===== src/rtl/i2c_cmd_arbiter_pkg.sv =====
// Shared types and constants for the two-port I2C command arbiter.
// Holds FSM encodings, port count, field widths and default timing parameters.
package i2c_cmd_arbiter_pkg;

  localparam int NUM_PORTS  = 2;
  localparam int TYPE_W     = 8;
  localparam int LEN_W      = 16;
  localparam int DATA_W     = 8;
  localparam int IDX_W      = 16;
  localparam int SRC_W      = 8;
  localparam int WAIT_CNT_W = 22;

  localparam int DEF_TIMEOUT_CYCLES = 2500000;
  localparam int DEF_SETTLE_CYCLES  = 2;

  typedef enum logic [1:0] {
    ARB_IDLE   = 2'd0,
    ARB_GRANT  = 2'd1,
    ARB_SETTLE = 2'd2,
    ARB_WAIT   = 2'd3
  } arb_state_t;

  typedef struct packed {
    logic [TYPE_W-1:0] cmd_type;
    logic [LEN_W-1:0]  length;
    logic [DATA_W-1:0] data;
    logic [IDX_W-1:0]  data_index;
    logic              start;
    logic              data_valid;
    logic              done;
  } cmd_t;

  function automatic logic port_of(input logic [NUM_PORTS-1:0] onehot);
    return (onehot == 2'b10);
  endfunction

endpackage


===== src/rtl/i2c_cmd_arbiter_if.sv =====
// Requester, handler and status signals of the command arbiter.
// master = arbiter side, slave = requesters plus handler.
interface i2c_cmd_arbiter_if;
  import i2c_cmd_arbiter_pkg::*;

  logic [NUM_PORTS-1:0]        req;
  logic [NUM_PORTS-1:0]        gnt;
  logic [NUM_PORTS*TYPE_W-1:0] rq_cmd_type;
  logic [NUM_PORTS*LEN_W-1:0]  rq_cmd_length;
  logic [NUM_PORTS*DATA_W-1:0] rq_cmd_data;
  logic [NUM_PORTS*IDX_W-1:0]  rq_cmd_data_index;
  logic [NUM_PORTS-1:0]        rq_cmd_start;
  logic [NUM_PORTS-1:0]        rq_cmd_data_valid;
  logic [NUM_PORTS-1:0]        rq_cmd_done;
  logic [NUM_PORTS-1:0]        rq_cmd_ready;

  logic [TYPE_W-1:0] cmd_type;
  logic [LEN_W-1:0]  cmd_length;
  logic [DATA_W-1:0] cmd_data;
  logic [IDX_W-1:0]  cmd_data_index;
  logic              cmd_start;
  logic              cmd_data_valid;
  logic              cmd_done;
  logic              cmd_ready;

  logic              upload_active;
  logic              upload_req;
  logic [DATA_W-1:0] upload_data;
  logic [SRC_W-1:0]  upload_source;
  logic              upload_valid;
  logic              upload_ready;

  logic [NUM_PORTS-1:0]        rq_upload_req;
  logic [NUM_PORTS-1:0]        rq_upload_valid;
  logic [NUM_PORTS*DATA_W-1:0] rq_upload_data;
  logic [NUM_PORTS*SRC_W-1:0]  rq_upload_source;
  logic [NUM_PORTS-1:0]        rq_upload_ready;

  logic busy;
  logic owner;
  logic timeout_pulse;

  modport master (
    input  req, rq_cmd_type, rq_cmd_length, rq_cmd_data, rq_cmd_data_index,
           rq_cmd_start, rq_cmd_data_valid, rq_cmd_done, cmd_ready,
           upload_active, upload_req, upload_data, upload_source, upload_valid,
           rq_upload_ready,
    output gnt, rq_cmd_ready, cmd_type, cmd_length, cmd_data, cmd_data_index,
           cmd_start, cmd_data_valid, cmd_done, upload_ready,
           rq_upload_req, rq_upload_valid, rq_upload_data, rq_upload_source,
           busy, owner, timeout_pulse
  );

  modport slave (
    output req, rq_cmd_type, rq_cmd_length, rq_cmd_data, rq_cmd_data_index,
           rq_cmd_start, rq_cmd_data_valid, rq_cmd_done, cmd_ready,
           upload_active, upload_req, upload_data, upload_source, upload_valid,
           rq_upload_ready,
    input  gnt, rq_cmd_ready, cmd_type, cmd_length, cmd_data, cmd_data_index,
           cmd_start, cmd_data_valid, cmd_done, upload_ready,
           rq_upload_req, rq_upload_valid, rq_upload_data, rq_upload_source,
           busy, owner, timeout_pulse
  );

endinterface


===== src/rtl/i2c_rr_arb2.sv =====
// Two-input round-robin picker: one-hot pick, preferring the port that did not win last.
// Purely combinational, no backpressure of its own.
module i2c_rr_arb2
  import i2c_cmd_arbiter_pkg::*;
(
  input  logic [NUM_PORTS-1:0] req,
  input  logic                 last,
  output logic [NUM_PORTS-1:0] pick
);

  always_comb begin
    pick = '0;
    case (req)
      2'b01:   pick = 2'b01;
      2'b10:   pick = 2'b10;
      2'b11:   pick = last ? 2'b01 : 2'b10;
      default: pick = '0;
    endcase
  end

endmodule


===== src/rtl/i2c_cmd_arbiter.sv =====
// Arbitrates two command requesters onto one I2C handler; grant appears the cycle after the pick,
// the cmd path is a zero-latency mux, and cmd_ready/upload_ready pass straight through to the owner.
module i2c_cmd_arbiter
  import i2c_cmd_arbiter_pkg::*;
#(
  parameter int TIMEOUT_CYCLES = DEF_TIMEOUT_CYCLES,
  parameter int SETTLE_CYCLES  = DEF_SETTLE_CYCLES
) (
  input logic              clk,
  input logic              rst_n,
  i2c_cmd_arbiter_if.master bus
);

  localparam logic [WAIT_CNT_W-1:0] TMO_LAST    = WAIT_CNT_W'(TIMEOUT_CYCLES - 1);
  localparam logic [WAIT_CNT_W-1:0] SETTLE_LAST = WAIT_CNT_W'(SETTLE_CYCLES - 1);

  arb_state_t            state_q, state_nxt;
  logic [NUM_PORTS-1:0]  gnt_q, gnt_nxt, pick;
  logic                  owner_q, owner_nxt;
  logic                  started_q, started_nxt;
  logic                  tmo_q, tmo_nxt;
  logic [WAIT_CNT_W-1:0] wait_cnt_q, wait_cnt_nxt;
  logic                  release_ok;
  cmd_t                  port_cmd [NUM_PORTS];
  cmd_t                  fwd;

  i2c_rr_arb2 u_rr (
    .req  (bus.req),
    .last (owner_q),
    .pick (pick)
  );

  for (genvar p = 0; p < NUM_PORTS; p++) begin : g_port
    assign port_cmd[p].cmd_type   = bus.rq_cmd_type[p*TYPE_W +: TYPE_W];
    assign port_cmd[p].length     = bus.rq_cmd_length[p*LEN_W +: LEN_W];
    assign port_cmd[p].data       = bus.rq_cmd_data[p*DATA_W +: DATA_W];
    assign port_cmd[p].data_index = bus.rq_cmd_data_index[p*IDX_W +: IDX_W];
    assign port_cmd[p].start      = bus.rq_cmd_start[p];
    assign port_cmd[p].data_valid = bus.rq_cmd_data_valid[p];
    assign port_cmd[p].done       = bus.rq_cmd_done[p];

    // Upload path only reaches the owner; everyone else sees zeros.
    assign bus.rq_upload_data[p*DATA_W +: DATA_W]  = gnt_q[p] ? bus.upload_data   : '0;
    assign bus.rq_upload_source[p*SRC_W +: SRC_W]  = gnt_q[p] ? bus.upload_source : '0;
  end

  // gnt_q is one-hot and always matches owner_q while nonzero.
  assign fwd = (gnt_q != '0) ? port_cmd[owner_q] : '0;

  assign bus.gnt            = gnt_q;
  assign bus.cmd_type       = fwd.cmd_type;
  assign bus.cmd_length     = fwd.length;
  assign bus.cmd_data       = fwd.data;
  assign bus.cmd_data_index = fwd.data_index;
  assign bus.cmd_start      = fwd.start;
  assign bus.cmd_data_valid = fwd.data_valid;
  assign bus.cmd_done       = fwd.done;
  assign bus.rq_cmd_ready   = gnt_q & {NUM_PORTS{bus.cmd_ready}};

  assign bus.rq_upload_req   = gnt_q & {NUM_PORTS{bus.upload_req}};
  assign bus.rq_upload_valid = gnt_q & {NUM_PORTS{bus.upload_valid}};
  assign bus.upload_ready    = |(gnt_q & bus.rq_upload_ready);

  assign bus.busy          = (state_q != ARB_IDLE);
  assign bus.owner         = owner_q;
  assign bus.timeout_pulse = tmo_q;

  assign release_ok = bus.cmd_ready & ~bus.upload_active & ~bus.upload_req;

  always_comb begin
    state_nxt    = state_q;
    gnt_nxt      = gnt_q;
    owner_nxt    = owner_q;
    started_nxt  = started_q;
    wait_cnt_nxt = wait_cnt_q;
    tmo_nxt      = 1'b0;
    case (state_q)
      ARB_IDLE: begin
        if ((bus.req != '0) && bus.cmd_ready && !bus.upload_active) begin
          gnt_nxt     = pick;
          owner_nxt   = port_of(pick);
          started_nxt = 1'b0;
          state_nxt   = ARB_GRANT;
        end
      end
      ARB_GRANT: begin
        if (fwd.done) begin
          state_nxt    = ARB_SETTLE;
          wait_cnt_nxt = '0;
        end else if (fwd.start) begin
          started_nxt = 1'b1;
        end else if (!started_q && !bus.req[owner_q]) begin
          state_nxt = ARB_IDLE;
          gnt_nxt   = '0;
        end
      end
      ARB_SETTLE, ARB_WAIT: begin
        // One counter spans settle and wait so the timeout bounds both.
        wait_cnt_nxt = wait_cnt_q + WAIT_CNT_W'(1);
        if ((state_q == ARB_WAIT) && release_ok) begin
          state_nxt    = ARB_IDLE;
          gnt_nxt      = '0;
          started_nxt  = 1'b0;
          wait_cnt_nxt = '0;
        end else if (wait_cnt_q == TMO_LAST) begin
          state_nxt    = ARB_IDLE;
          gnt_nxt      = '0;
          started_nxt  = 1'b0;
          wait_cnt_nxt = '0;
          tmo_nxt      = 1'b1;
        end else if ((state_q == ARB_SETTLE) && (wait_cnt_q == SETTLE_LAST)) begin
          state_nxt = ARB_WAIT;
        end
      end
      default: state_nxt = ARB_IDLE;
    endcase
  end

  always_ff @(posedge clk or negedge rst_n) begin
    if (!rst_n) begin
      state_q    <= ARB_IDLE;
      gnt_q      <= '0;
      owner_q    <= 1'b1;
      started_q  <= 1'b0;
      tmo_q      <= 1'b0;
      wait_cnt_q <= '0;
    end else begin
      state_q    <= state_nxt;
      gnt_q      <= gnt_nxt;
      owner_q    <= owner_nxt;
      started_q  <= started_nxt;
      tmo_q      <= tmo_nxt;
      wait_cnt_q <= wait_cnt_nxt;
    end
  end

endmodule


===== src/flat_wrapper.sv =====
// flat-port wrapper written by rule: the top's interface ports become plain ports
module i2c_cmd_arbiter_flat import i2c_cmd_arbiter_pkg::*;
#(
  parameter int TIMEOUT_CYCLES = DEF_TIMEOUT_CYCLES,
  parameter int SETTLE_CYCLES  = DEF_SETTLE_CYCLES
)
  (clk, rst_n, bus_req, bus_rq_cmd_type, bus_rq_cmd_length, bus_rq_cmd_data, bus_rq_cmd_data_index, bus_rq_cmd_start, bus_rq_cmd_data_valid, bus_rq_cmd_done, bus_cmd_ready, bus_upload_active, bus_upload_req, bus_upload_data, bus_upload_source, bus_upload_valid, bus_rq_upload_ready, bus_gnt, bus_rq_cmd_ready, bus_cmd_type, bus_cmd_length, bus_cmd_data, bus_cmd_data_index, bus_cmd_start, bus_cmd_data_valid, bus_cmd_done, bus_upload_ready, bus_rq_upload_req, bus_rq_upload_valid, bus_rq_upload_data, bus_rq_upload_source, bus_busy, bus_owner, bus_timeout_pulse);
  i2c_cmd_arbiter_if bus_i ();
  input logic clk;
  input logic rst_n;
  input wire logic [$bits(bus_i.req)-1:0] bus_req;
  input wire logic [$bits(bus_i.rq_cmd_type)-1:0] bus_rq_cmd_type;
  input wire logic [$bits(bus_i.rq_cmd_length)-1:0] bus_rq_cmd_length;
  input wire logic [$bits(bus_i.rq_cmd_data)-1:0] bus_rq_cmd_data;
  input wire logic [$bits(bus_i.rq_cmd_data_index)-1:0] bus_rq_cmd_data_index;
  input wire logic [$bits(bus_i.rq_cmd_start)-1:0] bus_rq_cmd_start;
  input wire logic [$bits(bus_i.rq_cmd_data_valid)-1:0] bus_rq_cmd_data_valid;
  input wire logic [$bits(bus_i.rq_cmd_done)-1:0] bus_rq_cmd_done;
  input wire logic [$bits(bus_i.cmd_ready)-1:0] bus_cmd_ready;
  input wire logic [$bits(bus_i.upload_active)-1:0] bus_upload_active;
  input wire logic [$bits(bus_i.upload_req)-1:0] bus_upload_req;
  input wire logic [$bits(bus_i.upload_data)-1:0] bus_upload_data;
  input wire logic [$bits(bus_i.upload_source)-1:0] bus_upload_source;
  input wire logic [$bits(bus_i.upload_valid)-1:0] bus_upload_valid;
  input wire logic [$bits(bus_i.rq_upload_ready)-1:0] bus_rq_upload_ready;
  output wire logic [$bits(bus_i.gnt)-1:0] bus_gnt;
  output wire logic [$bits(bus_i.rq_cmd_ready)-1:0] bus_rq_cmd_ready;
  output wire logic [$bits(bus_i.cmd_type)-1:0] bus_cmd_type;
  output wire logic [$bits(bus_i.cmd_length)-1:0] bus_cmd_length;
  output wire logic [$bits(bus_i.cmd_data)-1:0] bus_cmd_data;
  output wire logic [$bits(bus_i.cmd_data_index)-1:0] bus_cmd_data_index;
  output wire logic [$bits(bus_i.cmd_start)-1:0] bus_cmd_start;
  output wire logic [$bits(bus_i.cmd_data_valid)-1:0] bus_cmd_data_valid;
  output wire logic [$bits(bus_i.cmd_done)-1:0] bus_cmd_done;
  output wire logic [$bits(bus_i.upload_ready)-1:0] bus_upload_ready;
  output wire logic [$bits(bus_i.rq_upload_req)-1:0] bus_rq_upload_req;
  output wire logic [$bits(bus_i.rq_upload_valid)-1:0] bus_rq_upload_valid;
  output wire logic [$bits(bus_i.rq_upload_data)-1:0] bus_rq_upload_data;
  output wire logic [$bits(bus_i.rq_upload_source)-1:0] bus_rq_upload_source;
  output wire logic [$bits(bus_i.busy)-1:0] bus_busy;
  output wire logic [$bits(bus_i.owner)-1:0] bus_owner;
  output wire logic [$bits(bus_i.timeout_pulse)-1:0] bus_timeout_pulse;
  assign bus_i.req = bus_req;
  assign bus_i.rq_cmd_type = bus_rq_cmd_type;
  assign bus_i.rq_cmd_length = bus_rq_cmd_length;
  assign bus_i.rq_cmd_data = bus_rq_cmd_data;
  assign bus_i.rq_cmd_data_index = bus_rq_cmd_data_index;
  assign bus_i.rq_cmd_start = bus_rq_cmd_start;
  assign bus_i.rq_cmd_data_valid = bus_rq_cmd_data_valid;
  assign bus_i.rq_cmd_done = bus_rq_cmd_done;
  assign bus_i.cmd_ready = bus_cmd_ready;
  assign bus_i.upload_active = bus_upload_active;
  assign bus_i.upload_req = bus_upload_req;
  assign bus_i.upload_data = bus_upload_data;
  assign bus_i.upload_source = bus_upload_source;
  assign bus_i.upload_valid = bus_upload_valid;
  assign bus_i.rq_upload_ready = bus_rq_upload_ready;
  assign bus_gnt = bus_i.gnt;
  assign bus_rq_cmd_ready = bus_i.rq_cmd_ready;
  assign bus_cmd_type = bus_i.cmd_type;
  assign bus_cmd_length = bus_i.cmd_length;
  assign bus_cmd_data = bus_i.cmd_data;
  assign bus_cmd_data_index = bus_i.cmd_data_index;
  assign bus_cmd_start = bus_i.cmd_start;
  assign bus_cmd_data_valid = bus_i.cmd_data_valid;
  assign bus_cmd_done = bus_i.cmd_done;
  assign bus_upload_ready = bus_i.upload_ready;
  assign bus_rq_upload_req = bus_i.rq_upload_req;
  assign bus_rq_upload_valid = bus_i.rq_upload_valid;
  assign bus_rq_upload_data = bus_i.rq_upload_data;
  assign bus_rq_upload_source = bus_i.rq_upload_source;
  assign bus_busy = bus_i.busy;
  assign bus_owner = bus_i.owner;
  assign bus_timeout_pulse = bus_i.timeout_pulse;
  i2c_cmd_arbiter #(.TIMEOUT_CYCLES(TIMEOUT_CYCLES), .SETTLE_CYCLES(SETTLE_CYCLES)) u_core (.clk(clk), .rst_n(rst_n), .bus(bus_i));
endmodule

===== config.mk =====
export PLATFORM = sky130hd
export DESIGN_NAME = i2c_cmd_arbiter_flat
export DESIGN_NICKNAME = d
export VERILOG_FILES = /design/src/rtl/i2c_cmd_arbiter_pkg.sv /design/src/rtl/i2c_cmd_arbiter_if.sv /design/src/rtl/i2c_rr_arb2.sv /design/src/rtl/i2c_cmd_arbiter.sv /design/src/flat_wrapper.sv
export SDC_FILE = /design/constraint.sdc
export NUM_CORES = 1
export LEC_CHECK = 0
export ABC_AREA = 1
export CAP_MARGIN = 40
export CORE_ASPECT_RATIO = 0.8
export CORE_MARGIN = 2
export CORE_UTILIZATION = 36
export DETAILED_ROUTE_END_ITERATION = 7
export PLACE_DENSITY = 0.82
export SLEW_MARGIN = 20
export SYNTH_ARGS = -nofsm -noshare
export SYNTH_HDL_FRONTEND = slang
export SYNTH_HIERARCHICAL = 1
export SYNTH_SLANG_ARGS = --single-unit

===== constraint.sdc =====
create_clock -name clk -period 1.8 [get_ports clk]
set_input_delay 0.36 -clock clk [delete_from_list [all_inputs] [get_ports clk]]
set_output_delay 0.36 -clock clk [all_outputs]
set_load 0.1 [all_outputs]

==> results of run 1 <==
[area by class of cell]
| class | count | area [um^2] |
|---|---|---|
| diodes | 2 | 5.00 |
| fillers | 268 | 571 |
| well taps | 112 | 140 |
| clock buffers | 7 | 86.3 |
| inverters | 86 | 484 |
| repair buffers | 267 | 3710 |
| multi-input cells | 438 | 2720 |
| flip-flops and latches | 29 | 742 |
| clock inverters | 1 | 30.0 |
[cells by family after synthesis]
logic type      count (synthesis)  synth area share, %
compound gates                 70                 12.0
xor+xnor                        2                0.555
fa+ha+maj                       2                0.793
buf+inv                       111                 14.4
flops                          29                 23.0
simple gates                  362                 49.2
[stage by stage]
stage,cells,hold WS (ns),setup slack [ns]
floorplan,576,0.0644,-0.318
global placement,918,0.465,0.00775
detailed placement,918,0.492,-0.0797
CTS,928,0.412,-0.233
global route,942,0.435,-0.464
finish,942,0.408,-0.475
[worst paths after layout]
kind                                        from                     end  cells past startpoint  slack [ns]
worst max-delay path            u_core/bus.owner  bus_cmd_data_index[15]                      5       -0.47
worst min-delay path                       rst_n    u_core/wait_cnt_q[6]                      2        0.41
worst max register to register  u_core/bus.owner       u_core/state_q[0]                     11       -0.25
worst min register to register  u_core/started_q        u_core/started_q                      2        0.55
max in group asynchronous                  rst_n        u_core/bus.owner                      2        1.09
min in group clk                u_core/started_q        u_core/started_q                      2        0.55
[registers in the layout, indices dropped and copies added (netlist names)]
signal,flops
u_core/bus.timeout_pulse,1
u_core/bus.gnt,2
u_core/state_q,2
u_core/started_q,1
u_core/wait_cnt_q,22
u_core/bus.owner,1
[repair_timing]
item / 4_1_cts / 5_1_grt
hold buffers: 0 / 0
pin swaps: 1 / 29
hold endpoints to repair: 0 / 0
resized for setup: 11 / 58
endpoints found under the setup margin: 55 / 83
buffers inserted: 2 / 5
cloned: 0 / 7
[where the power goes]
| group | switching, uW | leakage (uW) | internal (uW) |
|---|---|---|---|
| registers | 174 | 0.000386 | 769 |
| logic | 9130 | 0.00266 | 4560 |
| clock network | 254 | 0.0000585 | 451 |
| total | 9560 | 0.00310 | 5780 |
[cell usage in the layout (no fill, tap or decap), types with 2 or more instances in the layout]
cell type,count
clkbuf_16,3
a21oi_1,3
o21ai_0,10
buf_4,25
clkbuf_8,6
nand3_4,2
nand2_8,3
nand4_1,16
xor2_1,2
nor2_1,55
dfrtp_1,23
clkdlybuf4s50_1,127
nand2_1,203
nand3_2,4
nor2_2,7
dfrtp_4,2
a21oi_4,50
nor3_1,5
inv_2,5
nor2_4,3
nand3_1,24
diode_2,2
dfrtp_2,3
inv_1,39
nand2_4,8
buf_6,8
clkinvlp_4,39
buf_12,104
nand2_2,31
[per-layer routing]
layer / wire, um / up-vias / global-route usage [%]
met5: 0 / - / 0
met1: 7160 / 2575 / 38.2
met2: 10700 / 570 / 63.0
li1: - / 2287 / -
met4: 2330 / 0 / 19.0
met3: 3300 / 232 / 9.82
==> impl_results.md, run 1 <==
- Die Span Y: 87.7 um
- Core area: 8480 um^2
- Synth Instances: 576
- Post-synth EDFFs: 0
- CP Capture Type: primary output
- Clock buffer depth: 2
- Failing checks: design-rule violations, negative setup slack
- Num CTS Buffers: 5
- Pin count of the biggest net entering global routing: 33
- Power Total: 15300 uW
- Post-Route Setup TNS: -15.45 ns
- Synth warnings: 6
- Initial core utilization: 37.2%
- Post-DRT Antenna Nets: 0
- Number of I/O pins: 223
- Max-slew headroom: 64.7%
- Arr. time, crit path: 1.91 ns
- Top-area cell type share of the netlist area: 28.1%
- DP Area: 7400 um^2
- First DRT Iteration DRCs: 1143
- Crit path largest cell delay: 0.65 ns
- Final setup viols: 66
- Post-synth ARST share: 100%
- Num Clock Sinks: 29
- Worst Clk Skew: 0.00858 ns
- Fmax: 440 MHz
- Synth unique cells: 37
- CTS tree: yes
- Nets: 957
- Fin util: 93.3%
- RSZ-0062 raised after global routing: true
- Synth Net Count: 706
- Via density per instance: 6.01
- First-pass GRT wire length: 26000 um
- Critical-path maximum fanout: 8
- Die footprint: 9540 um^2
- Post-synthesis sequential area ratio: 23.0%
- Max VDD drop: 0.00152 V
- Synth area leaders: nand2_1 (28%), dfrtp_1 (22%), inv_1 (9.8%)
- Period minus WS final: 2.27 ns
- Max Transition Viols Final: 0
- Final WL: 23400 um
- Cell chain of the critical path: buf_12 > clkbuf_16 > nand2_1 > a21oi_4 > buf_12
- Largest delay share family, worst path: flip-flops
- DR pass1 iterations: 8
- Most used DFF post-synth: dfrtp_1
- All-Layer GR Usage: 35.3%
- Worst setup margin: -0.475 ns
- H-tree depth: 2
- Area leader, netlist: nand2_1
- #FFs+latches synth: 29
- Synth Area per Inst: 5.48 um^2
- Crit path kind: reg2out
- Synthesis-to-finish area growth: 151%
- Crit-path most repeated cell: buf_12
- Synth top cells by count: nand2_1 (236), inv_1 (82), nor2_1 (59)
- Drt wl/cell: 24.9 um
- Share of cells above drive strength 1: 37.7%
- # DRC: 6
- Port Buffers: 222
- WP data required: 1.44 ns
- Worst Path Buf+Inv: 3
- Hold Crit Class: in2async
- Clock slew at reported path FFs: 0.07 ns
- Die width: 109 um
- Vias in the first global route: 5037
- Power Density: 1940 nW/um^2
- Gp weighted congestion: 0.988
- Leak pwr: 0.00310 uW
- Gr ovfl total: 0
- Root Buffer: clkbuf_8
- Measured slew at the worst slew-check pin: 0.528 ns
- Status: finished with violations
- Rows: 30
- Finished Cell Area: 7910 um^2
- Synthesized area: 3160 um^2
- Detailed Place HPWL: 14200 um
- Initial antenna violation count: 3
- Startpoint Class: register
- Slowest cell on crit path: dfstp_4
- Routed via count: 5664
- Clk_lat worst skew: 0.29 ns
- Max-cap violations: 0
- Post-route clock period utilization: 126%
- Most used standard cell by instance count after synthesis: nand2_1
- Hold Vio Cnt, Final: 0
No activity file was read; power rests on OpenSTA's default activity.
==> inputs of run 2 (changes only) <==
Settings changed: CORE_UTILIZATION 36 to 32, HOLD_SLACK_MARGIN set to 0.06, PLACE_DENSITY 0.82 to 0.77.
Clock period 1.8 ns to 1.9 ns, I/O delays scaled along.
==> run 2 against run 1 <==
Net effect:
- highest routed layer unchanged
- setup slack improved by 0.30 ns
- first-iteration DRC count fell by 58%
- the flow finishes with violations (negative setup slack)
- largest power group unchanged
- die area rose by 12%
==> impl_results.md, run 2 (synthesis gave the netlist of run 1 again) <==
- Status: finished with violations
- Failing checks: negative setup slack
- Core area: 9610 um^2 (+13%)
- Routed via count: 4876 (-14%)
- Slowest cell on crit path: dfstp_4
- Clock slew at reported path FFs: 0.05 ns (-0.02 ns)
- Critical-path maximum fanout: 6 (-2)
- Largest delay share family, worst path: flip-flops
- Worst Clk Skew: 0.00485 ns (-0.00373 ns)
- Detailed Place HPWL: 12300 um (-13%)
- Power Density: 1800 nW/um^2 (-6.9%)
- Clock buffer depth: 2 (unchanged)
- Initial antenna violation count: 2 (-1)
- Clk_lat worst skew: 0.28 ns (about the same)
- Final setup viols: 50 (-24%)
- Hold Crit Class: in2async
- Arr. time, crit path: 1.69 ns (-0.22 ns)
- Metal2 WL: 9020 um (-15%)
- Vias in the first global route: 4724 (-6.2%)
- Finished Cell Area: 7940 um^2 (+0.33%)
- Crit path largest cell delay: 0.63 ns (-0.02 ns)
- Gp weighted congestion: 0.980 (-0.80%)
- Worst Setup SP: u_core/bus.owner
- Worst Path Buf+Inv: 3 (unchanged)
- Post-DRT Antenna Nets: 0 (unchanged)
- Num Clock Sinks: 29 (unchanged)
- Via density per instance: 5.22 (-13%)
- WP data required: 1.52 ns (+0.08 ns)
- Cell chain of the critical path: buf_6 > clkbuf_16 > nand2_1 > a21oi_4 > buf_12
- R2r setup slk: 0.06 ns (+0.31 ns)
- Measured slew at the worst slew-check pin: 0.411 ns (-0.117 ns)
- CTS tree: yes
- Fmax: 482 MHz
- Synthesis-to-finish area growth: 152%
- R2R Path End: u_core/bus.gnt[0]
- Number of I/O pins: 223 (unchanged)
- Final WL: 17500 um (-25%)
- Met3 wire len: 1690 um (-49%)
- Most common cell after layout, fill and taps aside: nand2_1
- RSZ-0062 raised after global routing: true
- Clock power share: 6.5% (+1.9 points)
- Drt wl/cell: 18.8 um (-25%)
- Initial core utilization: 32.8% (-4.4 points)
- Top reg by flops: u_core/wait_cnt_q
- Max VDD drop: 0.000922 V (-39%)
- Die Span Y: 92.8 um (+5.8%)
- Hold Vio Cnt, Final: 0 (unchanged)
- Pre-CTS setup slack: -0.109 ns (-0.0297 ns)
- Nets: 942 (-1.6%)
- Int Pwr: 5730 uW (-0.84%)
- DR pass1 iterations: 6 (-2)
- Reg2Reg Depth: 12 (+1)
- Post-route clock period utilization: 109%
- Sw Share: 60.0% (-2.3 points)
- Rows: 32 (+6.7%)
- CP endpoint: bus_cmd_data_valid
- Worst setup margin: -0.173 ns (+0.302 ns)
- # DRC: 0 (-6)
- Max-slew headroom: 72.5% (+7.9 points)
- Worst R2R Start: u_core/bus.owner
- Max-cap violations: 0 (unchanged)
- Root Buffer: clkbuf_16
- H-tree depth: 2 (unchanged)
- DP Area: 7260 um^2 (-1.8%)
- Worst hold margin: 0.488 ns (+0.0803 ns)
- Gr ovfl total: 0 (unchanged)
- Die width: 115 um (+5.8%)
- Sequential group share of total power: 5.9% (-0.2 points)
- Max Transition Viols Final: 0 (unchanged)
- Startpoint Class: register
- DRT met1 WL: 6000 um (-16%)
- First DRT Iteration DRCs: 484 (-58%)
- Die footprint: 10700 um^2 (+12%)
- Max reg flops: 22 (unchanged)
- CP Capture Type: primary output
- Period minus WS final: 2.07 ns
- Combinational share of power: 87.6% (-1.7 points)
- Port Buffers: 222 (unchanged)
- Leak pwr: 0.00308 uW (-0.80%)
- Critical path depth: 5 (unchanged)
- Share of cells above drive strength 1: 38.3% (+0.57 points)
- All-Layer GR Usage: 27.3% (-8.0 points)
- Crit path kind: reg2out
- Commonest cells after routing, fill and taps aside: nand2_1 (180), clkdlybuf4s50_1 (127), buf_12 (103)
- Max layer used: met4
- Pin count of the biggest net entering global routing: 31 (-6.1%)
- First-pass GRT wire length: 23100 um (-11%)
- Sw Pwr: 8600 uW (-10%)
- Num CTS Buffers: 5 (unchanged)
## run 2: cell types whose count changed in the layout (fill, tap and decap cells not counted), moves of 5 or more
| cell | previous run | this run |
|---|---|---|
| nand2_2 | 31 | 54 |
| clkbuf_8 | 6 | 1 |
| buf_4 | 25 | 12 |
| clkbuf_16 | 3 | 11 |
| nand2_1 | 203 | 180 |
## run 2: power by group through the flow
stage / combinational, uW / sequential, uW / clock, uW
finish: 12500 / 849 / 932
floorplan: 7620 / 1020 / 0
detailed placement: 11500 / 891 / 0
global route: 12900 / 852 / 976
global placement: 11300 / 884 / 0
CTS: 11700 / 869 / 946
## run 2: what timing repair did
action / 4_1_cts / 5_1_grt
pin swaps: 1 / 9
setup endpoints to repair: 51 / 53
gates cloned: 0 / 8
setup buffers: 4 / 3
gates resized for setup: 18 / 66
hold buffers: 0 / 0
## run 2: through the flow
stage	power (uW)	utilization, %	setup TNS [ns]	std cells
after floorplan	8640	-	-12.16	576
after global placement	12200	75.6	-0.0000993	909
after detailed placement	12400	75.6	-0.601	909
after CTS	13500	78.5	-4.45	921
after global routing	14700	82.6	-7.91	934
final	14300	82.6	-6.02	934
## run 2: worst min-delay path by stage
stage | slack, ns | from | to | cells past startpoint
floorplan | 0.08 | rst_n | u_core/bus.timeout_pulse | 0
global placement | 0.46 | u_core/started_q | u_core/started_q | 2
detailed placement | 0.48 | u_core/started_q | u_core/started_q | 2
CTS | 0.49 | u_core/started_q | u_core/started_q | 2
global route | 0.53 | rst_n | u_core/wait_cnt_q[16] | 2
finish | 0.49 | rst_n | u_core/wait_cnt_q[16] | 2
## run 2: cell type report
class	count	area (um^2)
repair buffers	254	3660
multi-input cells	436	2720
fillers	492	1670
flip-flops and latches	29	739
inverters	86	489
well taps	119	149
clock buffers	6	139
clock inverters	2	37.5
diodes	2	5.00
## run 2: layer usage
layer	global-route usage (%)	up-vias
li1	-	2250
met1	28.8	2238
met2	49.8	314
met3	8.64	74
met4	11.0	0
met5	0	-
